[src/rtl/pc_sequencer.sv]
// Program-counter sequencer: prioritised next-PC selection, exception entry/return,
// and a circular return-address stack that predicts subroutine returns.
module pc_sequencer #(
    parameter int              XLEN      = 32,
    parameter logic [XLEN-1:0] RESET_VEC = '0,
    parameter logic [XLEN-1:0] EXC_VEC   = XLEN'(32'h0000_0180),
    parameter int              RAS_DEPTH = 4
) (
    input  logic                         CLK,
    input  logic                         reset,
    input  logic                         stall,
    input  logic                         exc,
    input  logic                         eret,
    input  logic                         jr,
    input  logic                         jr_ret,
    input  logic [XLEN-1:0]              jr_addr,
    input  logic                         jump,
    input  logic                         link,
    input  logic [XLEN-1:0]              j_addr,
    input  logic                         Zero,
    input  logic                         Branch,
    input  logic                         PCWrite,
    input  logic [XLEN-1:0]              Aluaddr,
    output logic [XLEN-1:0]              PC,
    output logic [XLEN-1:0]              epc,
    output logic [$clog2(RAS_DEPTH):0]   ras_count,
    output logic                         redirect,
    output logic                         pc_misaligned
);

    localparam int PTR_W = $clog2(RAS_DEPTH);
    localparam int CNT_W = PTR_W + 1;

    logic [XLEN-1:0]  pc_r;
    logic [XLEN-1:0]  epc_r;
    logic [CNT_W-1:0] cnt_r;
    logic [PTR_W-1:0] top_r;
    logic             redirect_r;
    logic [XLEN-1:0]  ras_r [RAS_DEPTH];

    logic [XLEN-1:0]  seq_pc_s;
    logic [XLEN-1:0]  nxt_pc_s;
    logic [PTR_W-1:0] push_ptr_s;
    logic             take_s;
    logic             push_s;
    logic             pop_s;
    logic             unused_s;

    // Only the low 28 bits of a J/JAL target are architecturally meaningful.
    assign unused_s   = ^j_addr[XLEN-1:28];
    assign seq_pc_s   = pc_r + XLEN'(4);
    assign push_ptr_s = top_r + PTR_W'(1);

    // Strict-priority next-PC selection; exc wins even over stall.
    always_comb begin
        nxt_pc_s = seq_pc_s;
        take_s   = 1'b0;
        push_s   = 1'b0;
        pop_s    = 1'b0;
        if (exc) begin
            nxt_pc_s = EXC_VEC;
            take_s   = 1'b1;
        end else if (stall) begin
            nxt_pc_s = pc_r;
        end else if (eret) begin
            nxt_pc_s = epc_r;
            take_s   = 1'b1;
        end else if (jr) begin
            take_s = 1'b1;
            if (jr_ret && (cnt_r != CNT_W'(0))) begin
                nxt_pc_s = ras_r[top_r];
                pop_s    = 1'b1;
            end else begin
                nxt_pc_s = jr_addr;
            end
        end else if (jump) begin
            nxt_pc_s = {pc_r[XLEN-1:28], j_addr[27:0]};
            take_s   = 1'b1;
            push_s   = link;
        end else if ((Zero && Branch) || PCWrite) begin
            nxt_pc_s = Aluaddr;
            take_s   = 1'b1;
        end else begin
            nxt_pc_s = seq_pc_s;
        end
    end

    // PC, EPC, stack bookkeeping and the one-cycle redirect flag.
    always_ff @(posedge CLK or posedge reset) begin
        if (reset) begin
            pc_r       <= RESET_VEC;
            epc_r      <= '0;
            cnt_r      <= '0;
            top_r      <= '0;
            redirect_r <= 1'b0;
        end else begin
            pc_r       <= nxt_pc_s;
            redirect_r <= take_s;
            if (exc) begin
                epc_r <= pc_r;
                cnt_r <= '0;
            end else if (push_s) begin
                // Full stack keeps its count; the wrapped pointer overwrites the oldest entry.
                top_r <= push_ptr_s;
                if (cnt_r != CNT_W'(RAS_DEPTH)) begin
                    cnt_r <= cnt_r + CNT_W'(1);
                end
            end else if (pop_s) begin
                top_r <= top_r - PTR_W'(1);
                cnt_r <= cnt_r - CNT_W'(1);
            end
        end
    end

    // Stack storage carries no reset; entries are only read while counted valid.
    always_ff @(posedge CLK) begin
        if (push_s && !reset) begin
            ras_r[push_ptr_s] <= seq_pc_s;
        end
    end

    assign PC            = pc_r;
    assign epc           = epc_r;
    assign ras_count     = cnt_r;
    assign redirect      = redirect_r;
    assign pc_misaligned = (pc_r[1:0] != 2'b00);

endmodule

[config.mk]
export PLATFORM = sky130hd
export DESIGN_NAME = pc_sequencer
export DESIGN_NICKNAME = d
export VERILOG_FILES = /design/src/rtl/pc_sequencer.sv
export SDC_FILE = /design/constraint.sdc
export NUM_CORES = 1
export LEC_CHECK = 0
export ABC_AREA = 1
export BUFFER_PORTS_ARGS = -buffer_cell sky130_fd_sc_hd__buf_2
export CAP_MARGIN = 40
export CORE_MARGIN = 4
export CORE_UTILIZATION = 57
export DETAILED_ROUTE_END_ITERATION = 10
export GPL_TIMING_DRIVEN = 0
export MAX_ROUTING_LAYER = met4
export PLACE_DENSITY = 0.77
export SLEW_MARGIN = 25
export SYNTH_ARGS = -nofsm -noshare
export SYNTH_HDL_FRONTEND = slang
export SYNTH_SLANG_ARGS = --single-unit
[constraint.sdc]
create_clock -name CLK -period 4 [get_ports CLK]
set_input_delay 0 -clock CLK [delete_from_list [all_inputs] [get_ports CLK]]
set_output_delay 0 -clock CLK [all_outputs]
set_load 0.05 [all_outputs]
After elaboration in Yosys (flattened, before gate mapping)
Memory sizes are Yosys's and may differ from the RTL's.
Cells that the tools add are included.
{"block": "word_totals", "mem_bits_rw": 128, "n_memories": 1, "register_bits": 70}
{"block": "classes", "bitwise": 1, "mux": 31, "addsub": 5, "eq_ne": 4, "reduce_logical": 12}
{"memory": "ras_r", "depth": 4, "word_bits": 32, "rd": 1, "rd_clocked_by_memory_dff": 0, "write_ports": 1, "line": "39", "rtl": "logic [XLEN-1:0] ras_r [RAS_DEPTH];"}
{"op": "$mux 32", "n": 7}
{"op": "$add 32x3->32 const B", "n": 1}
{"op": "$mux 1", "n": 18}
{"op": "$mux 3", "n": 4}
{"op": "$reduce_and 2->1", "n": 3}
{"op": "$reduce_bool 3->1", "n": 2}
{"op": "$mux 2", "n": 2}
{"op": "$ne 4x4->1 const B", "n": 1}
{"op": "$reduce_bool 2->1", "n": 2}
{"op": "$add 3x1->3 const B", "n": 1}
{"op": "$logic_and 1x1->1", "n": 3}
{"op": "$ne 3x2->1 const B", "n": 1}
{"op": "$ne 3x3->1 const B", "n": 1}
{"op": "$sub 3x1->3 const B", "n": 1}
{"op": "$add 2x1->2 const B", "n": 1}
{"op": "$ne 2x1->1 const B", "n": 1}
{"op": "$sub 2x1->2 const B", "n": 1}
{"op": "$logic_not 1->1", "n": 1}
{"op": "$logic_or 1x1->1", "n": 1}
{"op": "$not 1->1", "n": 1}

Longest topological paths before layout
{"block": "logic_depth", "ltp_word": 10, "mapped_depth": 13, "mapped_depth_nobuf": 13}

Worst setup path before layout
Ideal clock, no wire load.
{"block": "synth_timing", "kind": "input port to flip-flop", "from": "in reset", "to": "mem ras_r[0][0] (enable)", "setup_ns": 0.421, "cell_stages": 3, "arrival_time_ns": 3.223, "path_slack_ns": 0.356, "required_time_ns": 3.579, "path_cell_list": "inv_1 > nand2_1 > nor2_1"}
{"block": "synth_via", "elab_chain_cells": 4}
{"item": "start: declaration", "line": "10", "rtl": "input logic reset,"}
{"item": "$logic_not 1->1", "line": "117", "rtl": "if (push_s && !reset) begin"}
{"item": "$logic_and 1x1->1", "line": "117"}
{"item": "$mux 1", "line": "117"}
{"item": "$mux 1 (not written as such)", "line": "118", "rtl": "ras_r[push_ptr_s] <= seq_pc_s;"}
{"item": "end: declaration", "line": "39"}
No other way between the ends.

Worst setup path after layout
{"block": "layout_timing", "from": "in exc", "to": "mem ras_r[3][27] (enable)"}
{"block": "layout_via", "elab_chain_cells": 4}
{"item": "start: declaration", "line": "12", "rtl": "input logic exc,"}
{"item": "$mux 1", "line": "60", "rtl": "if (exc) begin"}
{"item": "$logic_and 1x1->1", "line": "117"}
{"item": "$mux 1", "line": "117"}
{"item": "$mux 1 (not written as such)", "line": "118"}
No other way between the ends.

==> results.md <==
* Sequential share of the synthesized area at 55.2%
* TritonCTS buffer count at 17
* Initial antenna violation count at 0
* Critical Path, Cell by Cell: dlygate4sd3_1 -> buf_2 -> inv_2 -> nand2_4 -> nor4_4 -> nand2_1 -> nor2_4 -> buf_16
* Synth top area cells: edfxtp_1, dfrtp_1, nand2_1, nor2_1, a21oi_1
* Tmin final at 2.57 ns
* Nets at 1,507
* Syn_area_per_cell at 8.55 µm²
* DRC at 0
* Pwr Density at 506 nW/µm²
* DR vias at 9,478
* CP max-delay cell: nor2_4
* Die area at 20,000 µm²
* Arrival @ worst endpoint at 2.72 ns
* Ys async rst share at 35.4%
* Die H at 141 µm
* Headroom to the max-slew limit at 51.4%
* Cell row count at 48
* CP Buf/Inv Count at 4
* LEAKAGE at 0.00523 µW
* Fin crit share at 64.3%
* Clock transition at path regs at 0.07 ns
* FMAX at 389 MHz
* Routability cong. at 1.00
* Setup crit start kind: input pin
* Final WL at 33.4 mm
* CP max stage delay at 0.63 ns
* Clk buf depth at 2
* Hold Path Cell Cnt at 4
* Netlist Area Pre-Place at 10,100 µm²
* Internal power at 3790 µW
* Final setup vio count at 0
* Most frequent cells in the layout: nand2_1, buf_2, nor2_1
* Maxcap violations at 0
* Routed Antenna Nets at 0
* CORE AREA at 17,400 µm²
* Clock Skew at 0.0148 ns
* First-pass GRT wire length at 50.1 mm
* # Post-CTS Setup Buffers at 0
* CTS tree: done
* Switching Fraction at 38.6%
* Synthesized flop and latch total at 198
* Reg-to-reg startpoint: top_r[1]$_DFFE_PP0P_
* Post-Syn Nets at 1,300
* Clock root cell: clkbuf_16
* Initial Utilization at 58.4%
* DR WL/cell at 20.5 µm
* Total clock sinks at 198
* Worst Min Path Start: stall
* WHS at 0.0223 ns
* Sequential power share at 38.8%
* CTS H-tree lvls at 4
* Total grt overflow at 0
* Synth-to-Final Area Change at 20.2%
* Layout cells sized above 1 at 20.9%
* Port-buffer cells at 171
* Synth area leader: edfxtp_1
* Outcome: complete, no violations
* Worst-Margin Slew at 0.723 ns
* Min-delay worst type: input pin to flop
* RSZ-0062 raised after global routing: no
* Crit-path max FO at 18
* Psw at 2390 µW
* CP Depth at 8
* CP Data Required Time at 4.14 ns
* Most common cell after layout, fill and taps aside: nand2_1
* Crit Path Class: input pin to flop
* Peak VDD IR at 0.368 mV
* Max-slew violation count at 0
* Clock power frac at 29.3%
* Die W at 141 µm
* Initial DRC Count at 986
* Non-filler instance count after layout at 1,631
* Reg2Reg Depth at 6
* Worst skew pair latency at 0.44 ns
* Largest net degree at the start of global routing at 57
* Placed insts at 1,587
* Drt pass-1 iters at 6
* Number of enable flip-flop cells after synthesis at 128
* Total GRT Usage at 34.5%
* Number of global-route vias before repair at 8,799
* Cells after synthesis at 1,186
* Crit path max-delay family: simple AND/OR/NAND/NOR gates
* Top-area cell type share of the netlist area at 37.9%
* I/O pins at 177
* # diodes at 0
* Logic pwr share at 31.9%
* Post-DP HPWL at 25.1 mm
* Vias per cell at 5.81
* Fin util at 70.3%
* Count of cell types in the netlist at 38
* Fin. Hold Viols at 0
* Yosys warnings at 0
* Crit. End Element: flop
* Leading register cell type out of synthesis: edfxtp_1
* Critical path startpoint: exc
==> tightest hold or removal path: cells and delay by family <==
kind | cells | cell delay [ns]
buf+inv | 1 | 0.16
simple gates | 3 | 0.27
==> sequential cells by signal, indices dropped and copies added, names as in the netlist <==
register and flops:
ras_r 128, PC 32, epc 32, ras_count 3
top_r 2, redirect 1
==> worst paths after layout <==
| path | endpoint | slack (ns) |
|---|---|---|
| min reg2reg | epc[3]$_DFFE_PP0P_ | 0.52 |
| max reg2reg | ras_r[1][27]$_DFFE_PP_ | 1.45 |
| min in group asynchronous | epc[3]$_DFFE_PP0P_ | 0.03 |
| max in group asynchronous | epc[25]$_DFFE_PP0P_ | 3.42 |
| max | ras_r[3][27]$_DFFE_PP_ | 1.43 |
| min | PC[14]$_DFFE_PP0P_ | 0.02 |
==> power by group through the flow <==
| stage | clock network, µW | registers (µW) | logic (µW) |
|---|---|---|---|
| 6_report | 1810 | 2400 | 1970 |
| 2_1_floorplan | 0 | 2650 | 1020 |
| 3_5_place_dp | 0 | 2430 | 1910 |
| 5_1_grt | 1900 | 2410 | 2120 |
| 4_1_cts | 1800 | 2390 | 1940 |
| 3_3_place_gp | 0 | 2430 | 1850 |
==> cell type report <==
type	count	area [µm²]
sequential	198	5600
fill	1377	5160
multi-input combinational	862	4040
timing repair buffer	188	1110
clock buffer	17	425
buffer	58	284
tap	225	282
inverter	68	258
clock inverter	15	205
==> logic make-up after synthesis <==
group,Yosys count,synth area share [%]
and+or+nand+nor,610,25.7
xor gates and xnor gates,8,0.691
adders and majority gates,6,0.814
buffers and inverters,126,5.32
AOI/OAI and AO/OA,238,12.3
DFF,198,55.2
==> synth_stat cells, types with 9 or more instances <==
cell	number
o21ai_0	98
and2_1	15
edfxtp_1	128
a21oi_1	114
nand2_2	16
dfrtp_1	70
nand3_1	82
nand2_1	314
nor2_1	159
inv_1	59
clkbuf_1	22
buf_2	26
inv_2	9
==> layer usage <==
| metal | vias up | part of all wire [%] | track usage, % |
|---|---|---|---|
| li1 | 4381 | - | - |
| met1 | 4403 | 39 | 46.3 |
| met2 | 612 | 47 | 53.8 |
| met3 | 82 | 11 | 5.97 |
| met4 | 0 | 3.6 | 11.9 |
| met5 | - | 0 | - |
==> through the flow <==
stage	setup slack [ns]	power [µW]	area (µm²)	setup TNS, ns
after global routing	1.32	6420	12200	0
after detailed placement	1.45	4340	11400	0
after CTS	1.44	6130	12200	0
after global placement	-1.39	4290	11300	-175.54
after floorplan	0.356	3670	10100	0
final	1.43	6170	12200	0
==> repair_timing <==
action,4_1_cts,5_1_grt
setup endpoints to repair,0,0
resized for setup,0,0
hold buffers,12,0
endpoints found under the hold margin,84,0
No activity file was read; power rests on OpenSTA's default activity.
